**config.mk**
```make
export PLATFORM = sky130hd
export DESIGN_NAME = stopwatch_display
export DESIGN_NICKNAME = d
export VERILOG_FILES = /design/src/rtl/stopwatch_pkg.sv /design/src/rtl/stopwatch_display_bin2bcd.sv /design/src/rtl/stopwatch_display.sv
export SDC_FILE = /design/constraint.sdc
export NUM_CORES = 1
export LEC_CHECK = 0
export CAP_MARGIN = 10
export CELL_PAD_IN_SITES_DETAIL_PLACEMENT = 2
export CELL_PAD_IN_SITES_GLOBAL_PLACEMENT = 2
export CORE_ASPECT_RATIO = 1.1
export CORE_UTILIZATION = 40
export CTS_CLUSTER_SIZE = 40
export DETAILED_ROUTE_END_ITERATION = 10
export PLACE_DENSITY = 0.92
export SLEW_MARGIN = 20
export SYNTH_ARGS = -nofsm -noshare
export SYNTH_HDL_FRONTEND = slang
export SYNTH_SLANG_ARGS = --single-unit
```
**constraint.sdc**
```tcl
create_clock -name clk -period 6.6 [get_ports clk]
set_input_delay 0.66 -clock clk [delete_from_list [all_inputs] [get_ports clk]]
set_output_delay 0.66 -clock clk [all_outputs]
set_load 0.01 [all_outputs]
```
**src/rtl/stopwatch_pkg.sv**
```systemverilog
// Shared constants for the stopwatch display path: status encodings, display
// limits, active-low 7-segment patterns and small BCD helpers.
package stopwatch_pkg;

    localparam logic [1:0] ST_IDLE  = 2'b00;
    localparam logic [1:0] ST_RUN   = 2'b01;
    localparam logic [1:0] ST_PAUSE = 2'b10;

    localparam logic [7:0] MAX_MIN = 8'd99;
    localparam logic [5:0] MAX_SEC = 6'd59;

    // Active-low patterns, bit order {g,f,e,d,c,b,a}
    localparam logic [6:0] SEG_0     = 7'h40;
    localparam logic [6:0] SEG_1     = 7'h79;
    localparam logic [6:0] SEG_2     = 7'h24;
    localparam logic [6:0] SEG_3     = 7'h30;
    localparam logic [6:0] SEG_4     = 7'h19;
    localparam logic [6:0] SEG_5     = 7'h12;
    localparam logic [6:0] SEG_6     = 7'h02;
    localparam logic [6:0] SEG_7     = 7'h78;
    localparam logic [6:0] SEG_8     = 7'h00;
    localparam logic [6:0] SEG_9     = 7'h10;
    localparam logic [6:0] SEG_BLANK = 7'h7F;

    typedef enum logic {
        PH_VISIBLE = 1'b0,
        PH_HIDDEN  = 1'b1
    } blink_phase_e;

    function automatic logic [6:0] seg_decode(input logic [3:0] bcd);
        case (bcd)
            4'd0:    return SEG_0;
            4'd1:    return SEG_1;
            4'd2:    return SEG_2;
            4'd3:    return SEG_3;
            4'd4:    return SEG_4;
            4'd5:    return SEG_5;
            4'd6:    return SEG_6;
            4'd7:    return SEG_7;
            4'd8:    return SEG_8;
            4'd9:    return SEG_9;
            default: return SEG_BLANK;
        endcase
    endfunction

    function automatic logic [3:0] add3(input logic [3:0] d);
        return (d >= 4'd5) ? d + 4'd3 : d;
    endfunction

endpackage

```
**src/rtl/stopwatch_display_bin2bcd.sv**
```systemverilog
// Sequential shift-add-3 converter for values 0..99; done pulses 9 cycles
// after an accepted start, with tens/units valid from that cycle on.
module bin2bcd_seq
    import stopwatch_pkg::*;
(
    input  logic       clk,
    input  logic       rst,
    input  logic       start,
    input  logic [7:0] bin,
    output logic       busy,
    output logic       done,
    output logic [3:0] tens,
    output logic [3:0] units
);

    logic [15:0] sh_q, sh_d;
    logic [2:0]  cnt_q, cnt_d;
    logic        busy_q, busy_d;
    logic        done_q, done_d;
    logic [15:0] adj_s;

    // Next-state: load on start when idle, otherwise one add-3/shift per cycle
    always_comb begin
        adj_s  = {add3(sh_q[15:12]), add3(sh_q[11:8]), sh_q[7:0]};
        sh_d   = sh_q;
        cnt_d  = cnt_q;
        busy_d = busy_q;
        done_d = 1'b0;
        if (busy_q) begin
            sh_d  = {adj_s[14:0], 1'b0};
            cnt_d = cnt_q + 3'd1;
            if (cnt_q == 3'd7) begin
                busy_d = 1'b0;
                done_d = 1'b1;
            end else begin
                busy_d = 1'b1;
            end
        end else if (start) begin
            sh_d   = {8'h00, bin};
            cnt_d  = 3'd0;
            busy_d = 1'b1;
        end else begin
            sh_d = sh_q;
        end
    end

    // Converter state registers
    always_ff @(posedge clk or posedge rst) begin
        if (rst) begin
            sh_q   <= 16'h0000;
            cnt_q  <= 3'd0;
            busy_q <= 1'b0;
            done_q <= 1'b0;
        end else begin
            sh_q   <= sh_d;
            cnt_q  <= cnt_d;
            busy_q <= busy_d;
            done_q <= done_d;
        end
    end

    assign busy  = busy_q;
    assign done  = done_q;
    assign tens  = sh_q[15:12];
    assign units = sh_q[11:8];

endmodule

```
**src/rtl/stopwatch_display.sv**
```systemverilog
// Multiplexed MM:SS common-anode display driver: snapshots inputs once per
// frame, converts to BCD, scans four digits and blinks while paused.
module stopwatch_display
    import stopwatch_pkg::*;
#(
    parameter int unsigned REFRESH_DIV  = 1000,
    parameter int unsigned BLINK_FRAMES = 64
) (
    input  logic       clk,
    input  logic       rst,
    input  logic [7:0] minutes,
    input  logic [5:0] seconds,
    input  logic [1:0] status,
    output logic [3:0] an,
    output logic [6:0] seg,
    output logic       dp,
    output logic       frame_start
);

    localparam logic [15:0] DIV_LAST   = 16'(REFRESH_DIV - 1);
    localparam logic [7:0]  BLINK_LAST = 8'(BLINK_FRAMES - 1);

    logic               run_q, run_d;
    logic [15:0]        div_q, div_d;
    logic [1:0]         idx_q, idx_d;
    logic [1:0]         status_q, status_d;
    blink_phase_e       phase_q, phase_d;
    logic [7:0]         bcnt_q, bcnt_d;
    logic [3:0][3:0]    dig_q, dig_d;
    logic [3:0]         an_q, an_d;
    logic [6:0]         seg_q, seg_d;
    logic               dp_q, dp_d;
    logic               fs_q, fs_d;

    logic               fs_s, visible_s, conv_start_s;
    logic [7:0]         min_sat_s, sec_sat_s;
    logic               min_busy_s, min_done_s, sec_busy_s, sec_done_s;
    logic [3:0]         min_tens_s, min_units_s, sec_tens_s, sec_units_s;

    assign min_sat_s    = (minutes > MAX_MIN) ? MAX_MIN : minutes;
    assign sec_sat_s    = {2'b00, (seconds > MAX_SEC) ? MAX_SEC : seconds};
    assign conv_start_s = fs_s && !(min_busy_s || sec_busy_s);

    bin2bcd_seq u_min_bcd (
        .clk   (clk),
        .rst   (rst),
        .start (conv_start_s),
        .bin   (min_sat_s),
        .busy  (min_busy_s),
        .done  (min_done_s),
        .tens  (min_tens_s),
        .units (min_units_s)
    );

    bin2bcd_seq u_sec_bcd (
        .clk   (clk),
        .rst   (rst),
        .start (conv_start_s),
        .bin   (sec_sat_s),
        .busy  (sec_busy_s),
        .done  (sec_done_s),
        .tens  (sec_tens_s),
        .units (sec_units_s)
    );

    // Scan timing, frame snapshot, blink phase and registered display outputs
    always_comb begin
        // run_q holds off the scan for one cycle so the first lit digit follows a frame start
        fs_s     = run_q && (idx_q == 2'd3) && (div_q == 16'd0);
        run_d    = 1'b1;
        status_d = status_q;
        phase_d  = phase_q;
        bcnt_d   = bcnt_q;
        dig_d    = dig_q;

        if (!run_q) begin
            div_d = 16'd0;
            idx_d = idx_q;
        end else if (div_q == DIV_LAST) begin
            div_d = 16'd0;
            idx_d = idx_q - 2'd1;
        end else begin
            div_d = div_q + 16'd1;
            idx_d = idx_q;
        end
        fs_d = (idx_d == 2'd3) && (div_d == 16'd0);

        if (fs_s) begin
            status_d = status;
            if (status != ST_PAUSE) begin
                phase_d = PH_VISIBLE;
                bcnt_d  = 8'd0;
            end else if (status_q != ST_PAUSE) begin
                bcnt_d = 8'd0;
            end else if (bcnt_q == BLINK_LAST) begin
                phase_d = (phase_q == PH_VISIBLE) ? PH_HIDDEN : PH_VISIBLE;
                bcnt_d  = 8'd0;
            end else begin
                bcnt_d = bcnt_q + 8'd1;
            end
        end else begin
            status_d = status_q;
        end

        if (min_done_s) begin
            dig_d[3] = min_tens_s;
            dig_d[2] = min_units_s;
        end else begin
            dig_d[3] = dig_q[3];
            dig_d[2] = dig_q[2];
        end
        if (sec_done_s) begin
            dig_d[1] = sec_tens_s;
            dig_d[0] = sec_units_s;
        end else begin
            dig_d[1] = dig_q[1];
            dig_d[0] = dig_q[0];
        end

        // Uses the next phase so a blink change applies from the first digit of the frame
        visible_s = run_q && !((status_d == ST_PAUSE) && (phase_d == PH_HIDDEN));
        an_d  = 4'b1111;
        seg_d = SEG_BLANK;
        dp_d  = 1'b1;
        if (visible_s) begin
            an_d[idx_q] = 1'b0;
            seg_d       = seg_decode(dig_q[idx_q]);
            dp_d        = (idx_q == 2'd2) ? 1'b0 : 1'b1;
        end else begin
            an_d  = 4'b1111;
            seg_d = SEG_BLANK;
            dp_d  = 1'b1;
        end
    end

    // All display state registers
    always_ff @(posedge clk or posedge rst) begin
        if (rst) begin
            run_q    <= 1'b0;
            div_q    <= 16'd0;
            idx_q    <= 2'd3;
            status_q <= ST_IDLE;
            phase_q  <= PH_VISIBLE;
            bcnt_q   <= 8'd0;
            dig_q    <= 16'h0000;
            an_q     <= 4'b1111;
            seg_q    <= SEG_BLANK;
            dp_q     <= 1'b1;
            fs_q     <= 1'b0;
        end else begin
            run_q    <= run_d;
            div_q    <= div_d;
            idx_q    <= idx_d;
            status_q <= status_d;
            phase_q  <= phase_d;
            bcnt_q   <= bcnt_d;
            dig_q    <= dig_d;
            an_q     <= an_d;
            seg_q    <= seg_d;
            dp_q     <= dp_d;
            fs_q     <= fs_d;
        end
    end

    assign an          = an_q;
    assign seg         = seg_q;
    assign dp          = dp_q;
    assign frame_start = fs_q;

endmodule

```
==> impl_metrics.yaml <==
clock_tree:
  cts_tree: "done"
  postCtsSetupBuffers: 0
  cts_buffers: 9
  clk_latency_ns: 0.36
  hold_buffers: 0
  cts_root_buf: "clkbuf_16"
  cts_buffer_depth: 2
  cts_resized: 0
  htreeDepth: 3
  clkTransAtPathRegs_ns: 0.07
  clock-sinks: 100
floorplanning:
  rows: 42
  coreArea_um2: 12240
  fp.dieArea_um2: 13240
  dieHeight_um: 120.6
  io_pins: 31
  initial_core_util_pct: 41.76
  die_w_um: 109.8
final_layout:
  area_growth_pct: 12.92
  drive_gt1_share_pct: 10.99
  diodes: 0
  layout.nets: 583
setup_path:
  cp.arrival_ns: 3.26
  worstSetupPathType: "reg -> reg"
  end_kind: "register"
  worstReg2RegStart: "idx_q[0]"
  critPathMaxFanout: 14
  startpoint_type: "register"
  cp_data_required_time_ns: 6.84
  startpoint: "idx_q[0]"
route:
  drt_iter0_drc: 128
  num_vias: 3964
  wire_per_inst_um: 19.57
  dr.pass1.iters: 4
  drc: 0
  routed_wl_mm: 13.70
  vias_per_cell: 5.663
  antenna_left: 0
synth:
  yosysWarningCount: 0
  netlist_area_um2: 5114
  async_flop_share_pct: 100.0
  yosysUniqueCellTypes: 48
  synth_top_flop_cell: "dfrtp_1"
  ys_ff_latch: 100
  syn-mean-instance-area_um2: 9.740
  netlist_instances: 525
  synth_nets: 567
  ys_seq_area_share_pct: 49.25
  synth_edf_count: 0
global_route:
  track_usage_pct: 23.08
  grtUsageMet1_pct: 26.81
  grt_pass1_vias: 4472
  grt-ovfl-total: 0
  met3_usage_pct: 2.857
  antenna_found_initial: 0
  grt_max_degree: 62
  grt.met2_usage_pct: 41.25
  grt_pass1_wl_mm: 22.86
  grt-busiest-layer: "met2"
power_and_ir_drop:
  vdd_drop_max_v: 0.0001213
  leakage_uw: 0.002491
  power.density_nw_per_um2: 201.2
  power_uw: 1162
timing:
  tns_ns: 0
  fin_worst_skew_ns: 0.009517
  rsz0062_at_grt: "no"
  finalMaxSlewViolations: 0
  fin_crit_sh_pct: 45.70
  finalWorstPathRequiredPeriod_ns: 3.016
  finalHoldViolCount: 0
  fin_hold_ws_ns: 0.4926
  fmax_ghz: 0.3315
  slew_headroom_pct: 31.53
  setup_viol: 0
  worstMarginPinSlew_ns: 1.027
min_path:
  hp-class: "reg -> reg"
  holdCritStartpoint: "u_sec_bcd.sh_q[6]"
run_status:
  status: "finished, final reports clean"
placement:
  place_congestion: 0.7927
  place.detailed.hpwl_mm: 9.783
  port-buffer-count: 30
flow_run:
  maxCapViolations: 0
where the power goes:
group | total [µW] | internal, µW | switching [µW]
Sequential | 624 | 619 | 4.45
Clock | 493 | 255 | 238
Combinational | 44.6 | 18.3 | 26.3
Total | 1160 | 893 | 269
placed cells by master (no fill, tap or decap), drive strengths merged, types with 5 or more instances in the layout:
master,synthesis,routed
nand2b,8,8
xor2,12,12
ha,24,24
nand3,24,24
mux2i,6,6
o21ai,49,49
a22oi,5,5
and3,7,7
clkdlybuf4s50,0,30
and2,7,7
dfstp,13,13
inv,24,25
clkbuf,21,10
mux2,17,17
dfrtp,87,87
o31ai,14,14
nand2,75,75
a21oi,13,13
nor2,41,41
xnor2,13,13
nor3,18,18
routing by layer:
metal,vias to the layer above,share of wire [%]
met5,-,0
met4,0,2.9
met3,27,1.8
met2,59,53
met1,2041,42
li1,1837,-
per-stage QoR:
stage / util, % / std cells / instance area [µm²] / setup WS (ns)
final: 47.16 / 700 / 5774 / 3.584
after global placement: 44.97 / 684 / 5507 / 3.807
after floorplan: - / 525 / 5114 / 3.343
after global routing: 47.16 / 700 / 5774 / 3.455
after detailed placement: 44.97 / 684 / 5507 / 3.652
after CTS: 47.16 / 700 / 5774 / 3.614
synth_stat cells (2+ instances only):
cell type,n,share of area [%]
ha_1,24,5.9
nor3_1,15,1.5
and2_1,6,0.73
a21oi_1,13,1.3
dfrtp_1,87,43
nand2_1,75,5.5
nor3_2,3,0.59
mux2_2,17,3.7
o31ai_1,14,2.1
a22oi_1,5,0.73
or3_1,4,0.49
dfstp_2,13,6.7
and3_1,7,0.86
nor4_1,3,0.37
and4_1,2,0.34
nor2_1,41,3.0
nand3_1,24,2.3
a31oi_1,3,0.37
buf_2,4,0.39
o21ai_0,46,4.5
clkbuf_1,21,1.5
inv_1,24,1.8
mux2i_1,6,1.2
or4_1,3,0.44
nand2b_1,8,0.98
o21ai_1,3,0.29
xor2_1,12,2.1
nor3b_1,4,0.59
mux4_2,4,1.8
nand4_1,4,0.49
xnor2_1,13,2.2
worst max-delay path: stages (launching register included):
cell	delay, ns
dfstp_2	0.71
ha_1	0.24
nand4b_1	0.13
or4b_4	0.57
or4_1	0.69
and2_4	0.31
o21ai_1	0.17
nand2_1	0.08
registers in the layout, indices dropped and copies added, names as in the netlist, 2 cells and up:
name,flops
dig_q,16
div_q,16
u_min_bcd.sh_q,16
u_sec_bcd.sh_q,16
bcnt_q,8
seg,7
an,4
u_min_bcd.cnt_q,3
u_sec_bcd.cnt_q,3
idx_q,2
status_q,2
cells by family after synthesis:
family	synth area share (%)
multiplexers	6.680
XOR/XNOR	4.282
AO/OA/AOI/OAI	10.55
flip-flops	49.25
AND/OR/NAND/NOR	19.23
adder cells (fa/ha/maj)	5.872
other	0.07333
buffers and inverters	4.062
worst paths after layout:
path                                       to  slack [ns]  cells past startpoint
max                        u_min_bcd.sh_q[15]        3.58                      7
min                         u_sec_bcd.sh_q[7]        0.49                      2
max reg2reg                u_min_bcd.sh_q[15]        3.58                      7
min reg2reg                 u_sec_bcd.sh_q[7]        0.49                      2
max in group asynchronous           dig_q[13]        4.71                      3
min in group asynchronous            div_q[7]        0.72                      2
final cells by class:
cell class	count	area (µm²)
clock buffer	10	229.0
clock inverter	6	38.79
fill	1287	6470
inverter	24	92.59
multi-input combinational	374	2387
sequential	100	2519
tap	154	192.7
timing repair buffer	32	315.3
Note: power is estimated with default switching activity, not from simulation.
